[config.mk]
export PLATFORM = sky130hd
export DESIGN_NAME = trig_run_ctrl_flat
export DESIGN_NICKNAME = d
export VERILOG_FILES = /design/src/rtl/exttrig_pkg.sv /design/src/rtl/trig_run_ctrl_if.sv /design/src/rtl/sat_counter.sv /design/src/rtl/trig_run_ctrl.sv /design/src/flat_wrapper.sv
export SDC_FILE = /design/constraint.sdc
export NUM_CORES = 1
export LEC_CHECK = 0
export CELL_PAD_IN_SITES_DETAIL_PLACEMENT = 0
export CELL_PAD_IN_SITES_GLOBAL_PLACEMENT = 2
export CORE_MARGIN = 2
export CORE_UTILIZATION = 30
export DETAILED_ROUTE_END_ITERATION = 10
export PLACE_DENSITY_LB_ADDON = 0.1
export SKIP_LAST_GASP = 1
export SLEW_MARGIN = 20
export SYNTH_ARGS = -nofsm -noshare
export SYNTH_HDL_FRONTEND = slang
export SYNTH_HIERARCHICAL = 1
export SYNTH_SLANG_ARGS = --single-unit
[constraint.sdc]
create_clock -name clk40 -period 7.3 [get_ports clk40]
set_input_delay 1.46 -clock clk40 [delete_from_list [all_inputs] [get_ports clk40]]
set_output_delay 1.46 -clock clk40 [all_outputs]
set_load 0.03 [all_outputs]
[src/rtl/exttrig_pkg.sv]
`default_nettype none
// ============================================================================
//  Package     : exttrig_pkg
//  Description : Shared run-state encoding and default widths for the
//                external-trigger blocks and their register map.
//  Revision    : 1.0 - initial release
// ============================================================================
package exttrig_pkg;

    typedef enum logic [1:0] {
        IDLE = 2'd0,
        RUN  = 2'd1,
        STOP = 2'd2
    } run_state_t;

    localparam int c_DEF_CNT_WIDTH   = 32;
    localparam int c_DEF_DEAD_WIDTH  = 16;
    localparam int c_DEF_PHASE_WIDTH = 8;

endpackage : exttrig_pkg
`default_nettype wire

[src/rtl/trig_run_ctrl_if.sv]
`default_nettype none
// ============================================================================
//  Interface   : trig_run_ctrl_if
//  Description : Control, candidate and readback signals of trig_run_ctrl.
//  Revision    : 1.0 - initial release
// ============================================================================
interface trig_run_ctrl_if
    import exttrig_pkg::*;
#(
    parameter int CNT_WIDTH   = c_DEF_CNT_WIDTH,
    parameter int DEAD_WIDTH  = c_DEF_DEAD_WIDTH,
    parameter int PHASE_WIDTH = c_DEF_PHASE_WIDTH
);
    logic                   startRun;
    logic                   stopRun;
    logic                   candidate;
    logic [PHASE_WIDTH-1:0] candPhase;
    logic                   busy;
    logic [DEAD_WIDTH-1:0]  deadTime;
    logic [CNT_WIDTH-1:0]   maxTrig;
    logic                   accept;
    logic [PHASE_WIDTH-1:0] acceptPhase;
    logic                   running;
    logic                   dead;
    logic                   runDone;
    logic [CNT_WIDTH-1:0]   trigCount;
    logic [CNT_WIDTH-1:0]   vetoBusyCount;
    logic [CNT_WIDTH-1:0]   vetoDeadCount;

    modport master (
        output startRun, stopRun, candidate, candPhase, busy, deadTime, maxTrig,
        input  accept, acceptPhase, running, dead, runDone,
               trigCount, vetoBusyCount, vetoDeadCount
    );

    modport slave (
        input  startRun, stopRun, candidate, candPhase, busy, deadTime, maxTrig,
        output accept, acceptPhase, running, dead, runDone,
               trigCount, vetoBusyCount, vetoDeadCount
    );

endinterface : trig_run_ctrl_if
`default_nettype wire

[src/rtl/sat_counter.sv]
`default_nettype none
// ============================================================================
//  Module      : sat_counter
//  Description : Up-counter with synchronous clear that sticks at all-ones.
//  Revision    : 1.0 - initial release
// ============================================================================
module sat_counter #(
    parameter int WIDTH = 32
) (
    input  wire logic             clk40,
    input  wire logic             reset,
    input  wire logic             i_clr,
    input  wire logic             i_inc,
    output logic [WIDTH-1:0]      o_count
);
    localparam logic [WIDTH-1:0] c_ONE = {{(WIDTH-1){1'b0}}, 1'b1};

    logic [WIDTH-1:0] r_count;

    // Clear wins over increment so a run start never carries a stale count.
    always_ff @(posedge clk40) begin
        if (reset) begin
            r_count <= '0;
        end else if (i_clr) begin
            r_count <= '0;
        end else if (i_inc && (r_count != '1)) begin
            r_count <= r_count + c_ONE;
        end
    end

    assign o_count = r_count;

endmodule : sat_counter
`default_nettype wire

[src/rtl/trig_run_ctrl.sv]
`default_nettype none
// ============================================================================
//  Module      : trig_run_ctrl
//  Description : Run sequencing and trigger acceptance (busy veto, dead time,
//                trigger limit) with accept/veto counters, clk40 domain.
//  Revision    : 1.0 - initial release
// ============================================================================
module trig_run_ctrl
    import exttrig_pkg::*;
#(
    parameter int CNT_WIDTH   = c_DEF_CNT_WIDTH,
    parameter int DEAD_WIDTH  = c_DEF_DEAD_WIDTH,
    parameter int PHASE_WIDTH = c_DEF_PHASE_WIDTH
) (
    input  wire logic      clk40,
    input  wire logic      reset,
    trig_run_ctrl_if.slave bus
);
    localparam logic [CNT_WIDTH-1:0]  c_CNT_ONE  = {{(CNT_WIDTH-1){1'b0}}, 1'b1};
    localparam logic [DEAD_WIDTH-1:0] c_DEAD_ONE = {{(DEAD_WIDTH-1){1'b0}}, 1'b1};

    run_state_t             r_state;
    run_state_t             w_stateNext;
    logic [DEAD_WIDTH-1:0]  r_deadCnt;
    logic [DEAD_WIDTH-1:0]  w_deadCntNext;
    logic                   r_accept;
    logic [PHASE_WIDTH-1:0] r_acceptPhase;
    logic                   r_running;
    logic                   r_dead;
    logic                   r_runDone;

    logic                   w_accept;
    logic                   w_deadNow;
    logic                   w_limitNow;
    logic                   w_limitNext;
    logic                   w_clrCounts;
    logic                   w_runDoneNext;
    logic                   w_vetoBusy;
    logic                   w_vetoDead;
    logic [CNT_WIDTH-1:0]   w_trigCount;
    logic [CNT_WIDTH-1:0]   w_trigNext;
    logic [CNT_WIDTH-1:0]   w_vetoBusyCount;
    logic [CNT_WIDTH-1:0]   w_vetoDeadCount;

    assign w_deadNow  = (r_deadCnt != '0);
    assign w_limitNow = (bus.maxTrig != '0) && (w_trigCount >= bus.maxTrig);

    assign w_accept = (r_state == RUN) && bus.candidate && !bus.busy && !w_deadNow
                      && !bus.stopRun && !w_limitNow;

    // Count as it will read after this edge, so the limit-reaching accept
    // moves the run to STOP on the same edge.
    assign w_trigNext  = (w_accept && (w_trigCount != '1)) ? (w_trigCount + c_CNT_ONE)
                                                           : w_trigCount;
    assign w_limitNext = (bus.maxTrig != '0) && (w_trigNext >= bus.maxTrig);

    assign w_vetoBusy = (r_state == RUN) && bus.candidate && bus.busy;
    assign w_vetoDead = (r_state == RUN) && bus.candidate && !bus.busy && w_deadNow;

    always_comb begin
        w_deadCntNext = r_deadCnt;
        if (w_accept) begin
            w_deadCntNext = bus.deadTime;
        end else if (w_deadNow) begin
            w_deadCntNext = r_deadCnt - c_DEAD_ONE;
        end
    end

    always_comb begin
        w_stateNext   = r_state;
        w_clrCounts   = 1'b0;
        w_runDoneNext = 1'b0;
        case (r_state)
            IDLE: begin
                if (bus.startRun && !bus.stopRun) begin
                    w_stateNext = RUN;
                    w_clrCounts = 1'b1;
                end
            end
            RUN: begin
                if (bus.stopRun || w_limitNext) begin
                    w_stateNext = STOP;
                end
            end
            STOP: begin
                if (!w_deadNow) begin
                    w_stateNext   = IDLE;
                    w_runDoneNext = 1'b1;
                end
            end
            default: begin
                w_stateNext = IDLE;
            end
        endcase
    end

    always_ff @(posedge clk40) begin
        if (reset) begin
            r_state <= IDLE;
        end else begin
            r_state <= w_stateNext;
        end
    end

    always_ff @(posedge clk40) begin
        if (reset) begin
            r_deadCnt     <= '0;
            r_accept      <= 1'b0;
            r_acceptPhase <= '0;
            r_running     <= 1'b0;
            r_dead        <= 1'b0;
            r_runDone     <= 1'b0;
        end else begin
            r_deadCnt <= w_deadCntNext;
            r_accept  <= w_accept;
            if (w_accept) begin
                r_acceptPhase <= bus.candPhase;
            end
            r_running <= (w_stateNext == RUN);
            r_dead    <= (w_deadCntNext != '0);
            r_runDone <= w_runDoneNext;
        end
    end

    sat_counter #(.WIDTH(CNT_WIDTH)) u_trigCnt (
        .clk40   (clk40),
        .reset   (reset),
        .i_clr   (w_clrCounts),
        .i_inc   (w_accept),
        .o_count (w_trigCount)
    );

    sat_counter #(.WIDTH(CNT_WIDTH)) u_vetoBusyCnt (
        .clk40   (clk40),
        .reset   (reset),
        .i_clr   (w_clrCounts),
        .i_inc   (w_vetoBusy),
        .o_count (w_vetoBusyCount)
    );

    sat_counter #(.WIDTH(CNT_WIDTH)) u_vetoDeadCnt (
        .clk40   (clk40),
        .reset   (reset),
        .i_clr   (w_clrCounts),
        .i_inc   (w_vetoDead),
        .o_count (w_vetoDeadCount)
    );

    assign bus.accept        = r_accept;
    assign bus.acceptPhase   = r_acceptPhase;
    assign bus.running       = r_running;
    assign bus.dead          = r_dead;
    assign bus.runDone       = r_runDone;
    assign bus.trigCount     = w_trigCount;
    assign bus.vetoBusyCount = w_vetoBusyCount;
    assign bus.vetoDeadCount = w_vetoDeadCount;

endmodule : trig_run_ctrl
`default_nettype wire
[src/flat_wrapper.sv]
// flat-port wrapper written by rule: the top's interface ports become plain ports
module trig_run_ctrl_flat import exttrig_pkg::*;
#(
    parameter int CNT_WIDTH   = c_DEF_CNT_WIDTH,
    parameter int DEAD_WIDTH  = c_DEF_DEAD_WIDTH,
    parameter int PHASE_WIDTH = c_DEF_PHASE_WIDTH
)
  (clk40, reset, bus_startRun, bus_stopRun, bus_candidate, bus_candPhase, bus_busy, bus_deadTime, bus_maxTrig, bus_accept, bus_acceptPhase, bus_running, bus_dead, bus_runDone, bus_trigCount, bus_vetoBusyCount, bus_vetoDeadCount);
  trig_run_ctrl_if #(.CNT_WIDTH(CNT_WIDTH), .DEAD_WIDTH(DEAD_WIDTH), .PHASE_WIDTH(PHASE_WIDTH)) bus_i ();
  input  wire logic clk40;
  input  wire logic reset;
  input wire logic [$bits(bus_i.startRun)-1:0] bus_startRun;
  input wire logic [$bits(bus_i.stopRun)-1:0] bus_stopRun;
  input wire logic [$bits(bus_i.candidate)-1:0] bus_candidate;
  input wire logic [$bits(bus_i.candPhase)-1:0] bus_candPhase;
  input wire logic [$bits(bus_i.busy)-1:0] bus_busy;
  input wire logic [$bits(bus_i.deadTime)-1:0] bus_deadTime;
  input wire logic [$bits(bus_i.maxTrig)-1:0] bus_maxTrig;
  output wire logic [$bits(bus_i.accept)-1:0] bus_accept;
  output wire logic [$bits(bus_i.acceptPhase)-1:0] bus_acceptPhase;
  output wire logic [$bits(bus_i.running)-1:0] bus_running;
  output wire logic [$bits(bus_i.dead)-1:0] bus_dead;
  output wire logic [$bits(bus_i.runDone)-1:0] bus_runDone;
  output wire logic [$bits(bus_i.trigCount)-1:0] bus_trigCount;
  output wire logic [$bits(bus_i.vetoBusyCount)-1:0] bus_vetoBusyCount;
  output wire logic [$bits(bus_i.vetoDeadCount)-1:0] bus_vetoDeadCount;
  assign bus_i.startRun = bus_startRun;
  assign bus_i.stopRun = bus_stopRun;
  assign bus_i.candidate = bus_candidate;
  assign bus_i.candPhase = bus_candPhase;
  assign bus_i.busy = bus_busy;
  assign bus_i.deadTime = bus_deadTime;
  assign bus_i.maxTrig = bus_maxTrig;
  assign bus_accept = bus_i.accept;
  assign bus_acceptPhase = bus_i.acceptPhase;
  assign bus_running = bus_i.running;
  assign bus_dead = bus_i.dead;
  assign bus_runDone = bus_i.runDone;
  assign bus_trigCount = bus_i.trigCount;
  assign bus_vetoBusyCount = bus_i.vetoBusyCount;
  assign bus_vetoDeadCount = bus_i.vetoDeadCount;
  trig_run_ctrl #(.CNT_WIDTH(CNT_WIDTH), .DEAD_WIDTH(DEAD_WIDTH), .PHASE_WIDTH(PHASE_WIDTH)) u_core (.clk40(clk40), .reset(reset), .bus(bus_i));
endmodule
* Word-level counts from Yosys, hierarchy flattened
Index checks and enable logic that the tools add are counted.
** Operators by class
- Add/sub/neg operators :: 4
- Magnitude comparators :: 2
- Equal/unequal tests :: 6
- Multiplexer cells :: 10
- Bitwise logic cells :: 1
- Reductions and logical operators :: 24
** Operator list (count)
- adder 32 x 1 -> 32 bit (second input constant) :: 3
- != test 32 bit (second input constant) :: 3
- greater-or-equal comparator 32 bit :: 2
- two-way mux 16 bit :: 2
- two-way mux 32 bit :: 1
- nonzero test 16 bit :: 2
- nonzero test 32 bit :: 1
- subtractor 16 x 1 -> 16 bit (second input constant) :: 1
- logical AND 1 bit :: 13
- two-way mux 2 bit :: 3
- case mux 2 bit (3 select lines) :: 1
- equality test 2 x 1 -> 1 bit (second input constant) :: 2
- zero test 1 bit :: 4
- OR reduction 2 bit :: 2
- two-way mux 1 bit :: 3
- equality test 2 bit (second input constant) :: 1
- zero test 2 bit :: 1
- logical OR 1 bit :: 1
- NOT 1 bit :: 1
** Storage, ports and cells
- Bits in registers :: 126
- Input port bits :: 62
- Output and inout bits :: 108
- Logic and storage cells :: 57

* Logic depth before layout (Yosys ltp)
- Word-level depth :: 14
- Mapped depth :: 22

* Hierarchy
The synthesis kept the hierarchy.
** Modules (own cells, without submodules)
- sat_counter :: instances 3, cells an instance 198, area each 1620.3 µm², seq. area each 640.6 µm²
- trig_run_ctrl :: instances 1, cells an instance 484, area each 3704.8 µm², seq. area each 600.6 µm²

* Worst setup path after synthesis
OpenSTA, ideal clock, no wires.
- Path kind :: input port to flip-flop
- Start :: input bus_maxTrig[0]
- End :: register u_core.r_running, in the netlist u_core/bus.running
- Setup time :: 0.074 ns
- Arrival :: 5.532 ns
- Data required time :: 7.226 ns
- Path slack :: 1.694 ns
- Stages on the path :: 20
- Path buffers :: 0
- Cell sequence :: ha_1 -> nand2b_1 -> a211oi_1 -> o21bai_1 -> a221oi_1 -> o21ai_0 -> a311o_2 -> nor3_1 -> nand2_1 -> xnor2_1 -> ha_1 -> a21o_1 -> a21o_1 -> a21oi_1 -> o31ai_1 -> a2111oi_0 -> nor4_1 -> nor4_1 -> o21ai_0 -> o21ai_0
** Between the ends
- Word-level cells in the longest chain between the ends :: 12
** RTL lines
- from (decl) :: RTL line flat_wrapper.sv:18 : input wire logic [$bits(bus_i.maxTrig)-1:0] bus_maxTrig;
- greater-or-equal comparator 32 bit or nonzero test 32 bit (tied branches) :: RTL line trig_run_ctrl.sv:46, trig_run_ctrl.sv:55
- logical AND 1 bit :: RTL line trig_run_ctrl.sv:46 : assign w_limitNow = (bus.maxTrig != '0) && (w_trigCount >= bus.maxTrig);
- zero test 1 bit :: RTL line trig_run_ctrl.sv:49 : && !bus.stopRun && !w_limitNow;
- logical AND 1 bit :: RTL line trig_run_ctrl.sv:49
- logical AND 1 bit :: RTL line trig_run_ctrl.sv:53 : assign w_trigNext = (w_accept && (w_trigCount != '1)) ? (w_trigCount + c_CNT_ONE)
- two-way mux 32 bit
- greater-or-equal comparator 32 bit :: RTL line trig_run_ctrl.sv:55 : assign w_limitNext = (bus.maxTrig != '0) && (w_trigNext >= bus.maxTrig);
- logical AND 1 bit (*) :: RTL line trig_run_ctrl.sv:55
- logical OR 1 bit (*) :: RTL line trig_run_ctrl.sv:81 : if (bus.stopRun || w_limitNext) begin
- two-way mux 2 bit (*) :: RTL line trig_run_ctrl.sv:81
- case mux 2 bit (3 select lines) (*) :: RTL line trig_run_ctrl.sv:73 : case (r_state)
- equality test 2 x 1 -> 1 bit (*) :: RTL line trig_run_ctrl.sv:119 : r_running <= (w_stateNext == RUN);
- to (signal assigned) :: RTL line trig_run_ctrl.sv:119
- to (decl) :: RTL line trig_run_ctrl.sv:28 : logic r_running;
Every way passes the cells marked *; elsewhere a longest branch is shown, timed or not.
A chain may end at the register's enable or synchronous reset.

* Worst setup path after layout
- Start :: input bus_maxTrig[0]
- End :: register u_core.r_state[0]
** Between the ends
- Word-level cells in the longest chain between the ends :: 11
** RTL lines
- greater-or-equal comparator 32 bit or nonzero test 32 bit (tied branches) :: RTL line trig_run_ctrl.sv:46, trig_run_ctrl.sv:55
- logical AND 1 bit :: RTL line trig_run_ctrl.sv:46
- zero test 1 bit :: RTL line trig_run_ctrl.sv:49
- logical AND 1 bit :: RTL line trig_run_ctrl.sv:49
- logical AND 1 bit :: RTL line trig_run_ctrl.sv:53
- two-way mux 32 bit
- greater-or-equal comparator 32 bit :: RTL line trig_run_ctrl.sv:55
- logical AND 1 bit (*) :: RTL line trig_run_ctrl.sv:55
- logical OR 1 bit (*) :: RTL line trig_run_ctrl.sv:81
- two-way mux 2 bit (*) :: RTL line trig_run_ctrl.sv:81
- case mux 2 bit (3 select lines) (*) :: RTL line trig_run_ctrl.sv:73
- to (signal assigned) :: RTL line trig_run_ctrl.sv:101 : r_state <= w_stateNext;
- to (decl) :: RTL line trig_run_ctrl.sv:22 : run_state_t r_state;
Marked as above.

==> impl_summary.txt <==
----------------------------------------------------
[Worst setup path]
  Worst flop-to-flop path startpoint ... u_core/u_trigCnt/o_count[0]
  Required time of the critical path ... 7.64 ns
  Startpoint Class ... input pin
  Worst path max stage delay ... 0.62 ns
  Worst-path maximum fanout ... 7
  Master of the slowest instance on the critical path ... sky130_fd_sc_hd__a2111oi_0
  Type of the setup path with the least slack ... input pin to flip-flop
  Arrival time at the worst endpoint ... 6.93 ns
  Nature of the critical path endpoint ... flip-flop
  Worst-path cell chain ... clkdlybuf4s50_1 > ha_1 > nand2b_1 > a211oi_1 > o21bai_1 > a221oi_1 > o21ai_0 > a311o_2 > nor2_1 > mux2_2 > ha_1 > a21o_1 > a211oi_1 > o31ai_1 > a2111oi_0 > nor4_1 > nor4_1 > o21ai_0 > o21ai_0
  CP dominant cell by count ... sky130_fd_sc_hd__o21ai_0
  Worst reg2reg path depth ... 20
  Worst R2R Setup Slack ... 1.77 ns
  Endpoint of the most critical register-to-register path ... u_core/r_state[0]

[Synthesis]
  Synthesized net count ... 1209
  Number of cells produced by synthesis ... about 1100
  Number of enable-type register cells in the synthesized netlist ... 0
  Post-synth top area share ... 29.4%
  Count of distinct cell types in the synthesized netlist ... 60
  Leading cell types by total area after synthesis ... sky130_fd_sc_hd__dfxtp_1 29%, sky130_fd_sc_hd__ha_1 10%, sky130_fd_sc_hd__a21oi_1 4.8%
  Total number of yosys warnings ... 6
  Leading area contributor after synthesis ... sky130_fd_sc_hd__dfxtp_1
  Post-synth top flop ... sky130_fd_sc_hd__dfxtp_1
  Async SR Flop Fraction ... 0%
  Syn Area/Cell ... 7.95 um^2
  Sequential area share after synthesis ... 29.4%
  Flip-flop and latch count after synthesis ... ~130
  Post-synth design cell area ... 8570 um^2

[Clocking]
  Quantity of hold-fixing buffers added after cts ... 0
  Number of buffers created by CTS ... 17
  Post-CTS Resized ... 0
  Root cell of the clock tree ... sky130_fd_sc_hd__clkbuf_16
  Clock sink count ... 126
  Total number of H-tree levels ... 4
  Max clock buf depth ... 2
  Clock slew at reported path FFs ... 0.07 ns
  Setup bufs post-CTS ... 0
  Skew-Pair Late Insertion Delay ... roughly 0.42 ns
  Clock tree from TritonCTS ... done

[Detailed routing]
  Number of iterations in the first detailed-routing pass ... 5
  Routed vias/inst ... 5.29
  Final wirelength ... 27800 um
  Drt initial violations ... 488
  Number of nets with antenna violations after detailed routing ... 0
  Total number of vias ... 8628
  Number of design rule violations left after detail routing ... 0
  Routed length per placed instance ... approximately 17 um

[Finish]
  Commonest cells after routing, fill and taps aside ... 169 x sky130_fd_sc_hd__clkdlybuf4s50_1, 126 x sky130_fd_sc_hd__dfxtp_1, 95 x sky130_fd_sc_hd__nor2_1
  Net count reported at finish ... 1372
  Area growth, synth to finish ... 32.5%
  Number of inserted filler cells in the final layout ... 2966
  Design Area, Final ... between 10000 and 15000 um^2
  Fraction of final layout cells with drive strength greater than 1 ... 6.23%
  Most common library cell in the layout ignoring fill and taps ... sky130_fd_sc_hd__clkdlybuf4s50_1
  Final standard cell utilization of the core ... 40.6%
  Count of antenna diodes in the layout ... 0

[Pwr]
  Share of total power in sequential cells ... roughly 34%
  Share of total power in the clock network ... 45.4%
  Combinational Power Share ... 20.4%
  Sw Pwr ... 0.000658 W
  Leakage power summed over all cells ... 4.16 nW
  IR drop worst, VDD ... about 0.00015 V
  Pwr/cell area ... a little under 200 nW/um^2
  Internal Dissipation ... about 0.0016 W
  Switching Share ... 29.6%

[Timing]
  Final setup TNS ... 0 ns
  Headroom to the max-slew limit ... 33.6%
  Final setup violation count ... 0
  Clock tree skew after final layout ... about 0.015 ns
  Highest Clock Rate ... 152 MHz
  Final Hold Fails ... 0
  Shortest period the worst path allows ... 6.59 ns
  Least-Margin Pin Slew ... 0.990 ns
  Fin Hold WS ... just under 0.5 ns
  Period utilization ... 90.2%
  Setup repair after global routing missed its margin ... false
  Worst path setup slack after routing ... 0.712 ns
  Count of final max-slew check failures ... 0

[Place]
  Half-perimeter wire length of the detailed placement result ... roughly 21000 um
  Worst-case setup slack after placement ... 0.368 ns
  Input/output buffers ... 169
  Final weighted congestion of routability-driven global placement ... 0.791
  Placement Cell Area ... 10700 um^2

[Floorplanning]
  Number of core rows ... 61
  Number of ports placed on the die boundary ... 170
  Starting density of the core ... 30.7%
  Total die area ... 29900 um^2
  Die Y-Extent ... 173 um
  Die boundary width ... 173 um
  Area of the placeable core ... 27900 um^2

[Outcome]
  Outcome ... complete, no violations

[Global routing]
  Aggregate global-route resource usage ... between 10% and 20%
  Pin count of the biggest net entering global routing ... 36
  First-pass GRT wire length ... 44800 um
  Total global routing overflow ... 0
  Vias in the first global route ... 8232
  Initial antenna violation count ... 0

[Hold path]
  Start point of the worst hold path ... u_core/bus.acceptPhase[3]
  Hold crit path type ... flip-flop to flip-flop
  Worst hold endpoint ... u_core/bus.acceptPhase[3]
  Instance count along the most critical hold path ... 2

[Flow run]
  Max_cap viols ... 0

----------------------------------------------------
how the worst max path moves through the flow:
stage / from / to
floorplan: bus_maxTrig[0] / u_core/bus.running
global placement: bus_maxTrig[0] / u_core/r_state[0]
detailed placement: bus_maxTrig[0] / u_core/bus.running
CTS: bus_maxTrig[0] / u_core/bus.running
global route: bus_maxTrig[0] / u_core/r_state[0]
finish: bus_maxTrig[0] / u_core/r_state[0]
stage by stage:
step                      cells  total power, W
after floorplan            1078         0.00110
after global placement     1600         0.00123
after detailed placement   1600         0.00123
after CTS                  1631         0.00225
after global routing       1631         0.00235
final                      1631         0.00222
critical path, delay by kind of cell:
kind | cells | cell delay, ns
muxes | 1 | 0.39
and+or+nand+nor | 4 | 1.07
AOI/OAI and AO/OA | 11 | 2.93
buffers and inverters | 1 | 0.56
adders and majority gates | 2 | 0.52
final cells by class:
class / instances / area, um^2 / area share (%)
Clock buffer: 17 / 425 / 3.75
Clock inverter: 14 / 253 / 2.23
Inverter: 51 / 191 / 1.69
Multi-Input combinational cell: 863 / 5690 / 50.2
Sequential cell: 126 / 2520 / 22.2
Tap cell: 378 / 473 / 4.17
Timing Repair Buffer: 182 / 1790 / 15.8
cell usage after synthesis, types with 7 or more instances:
master,instances
sky130_fd_sc_hd__o211ai_1,10
sky130_fd_sc_hd__nor4_1,30
sky130_fd_sc_hd__buf_2,15
sky130_fd_sc_hd__nor2_1,95
sky130_fd_sc_hd__mux2i_1,10
sky130_fd_sc_hd__o21ai_1,15
sky130_fd_sc_hd__nand2_1,91
sky130_fd_sc_hd__ha_1,69
sky130_fd_sc_hd__dfxtp_1,126
sky130_fd_sc_hd__nor3_1,28
sky130_fd_sc_hd__inv_1,51
sky130_fd_sc_hd__xor2_1,22
sky130_fd_sc_hd__clkbuf_1,22
sky130_fd_sc_hd__a21o_1,11
sky130_fd_sc_hd__or4_1,16
sky130_fd_sc_hd__o21ai_0,49
sky130_fd_sc_hd__o31ai_1,10
sky130_fd_sc_hd__nand3_1,52
sky130_fd_sc_hd__and4_1,7
sky130_fd_sc_hd__a31oi_1,13
sky130_fd_sc_hd__and3_1,15
sky130_fd_sc_hd__a21oi_1,82
sky130_fd_sc_hd__nand4_1,44
sky130_fd_sc_hd__xnor2_1,37
sky130_fd_sc_hd__or3_1,53
sky130_fd_sc_hd__a41o_1,9
sky130_fd_sc_hd__a211oi_1,12
logic make-up after synthesis:
kind of cell             after synthesis  synth area share [%]
AND/OR/NAND/NOR                      476                  30.4
AO/OA/AOI/OAI                        247                  18.4
adder cells (fa/ha/maj)               69                  10.1
XOR/XNOR                              59                  6.03
multiplexers                          12                  1.43
flip-flops                           126                  29.4
buffers and inverters                 89                  4.21
sequential cells by signal, summed over array words and instances, names as in the netlist:
register                      flops
u_core/bus.accept                 1
u_core/bus.acceptPhase            8
u_core/bus.dead                   1
u_core/bus.runDone                1
u_core/bus.running                1
u_core/r_deadCnt                 16
u_core/r_state                    2
u_core/u_trigCnt/o_count         32
u_core/u_vetoBusyCnt/o_count     32
u_core/u_vetoDeadCnt/o_count     32
metal layers:
metal,GRT usage [%],wire [um]
met5,0,0
met4,4.10,231
met3,2.70,882
met2,31.3,13200
met1,24.8,13400
power groups by stage:
stage | registers, W | clock network [W] | logic [W]
4_1_cts | 0.000761 | 0.00104 | 0.000452
2_1_floorplan | 0.000768 | 0 | 0.000330
3_3_place_gp | 0.000776 | 0 | 0.000453
6_report | 0.000761 | 0.00101 | 0.000454
3_5_place_dp | 0.000776 | 0 | 0.000449
5_1_grt | 0.000766 | 0.00107 | 0.000516
Power figures use the tool's default switching activity.
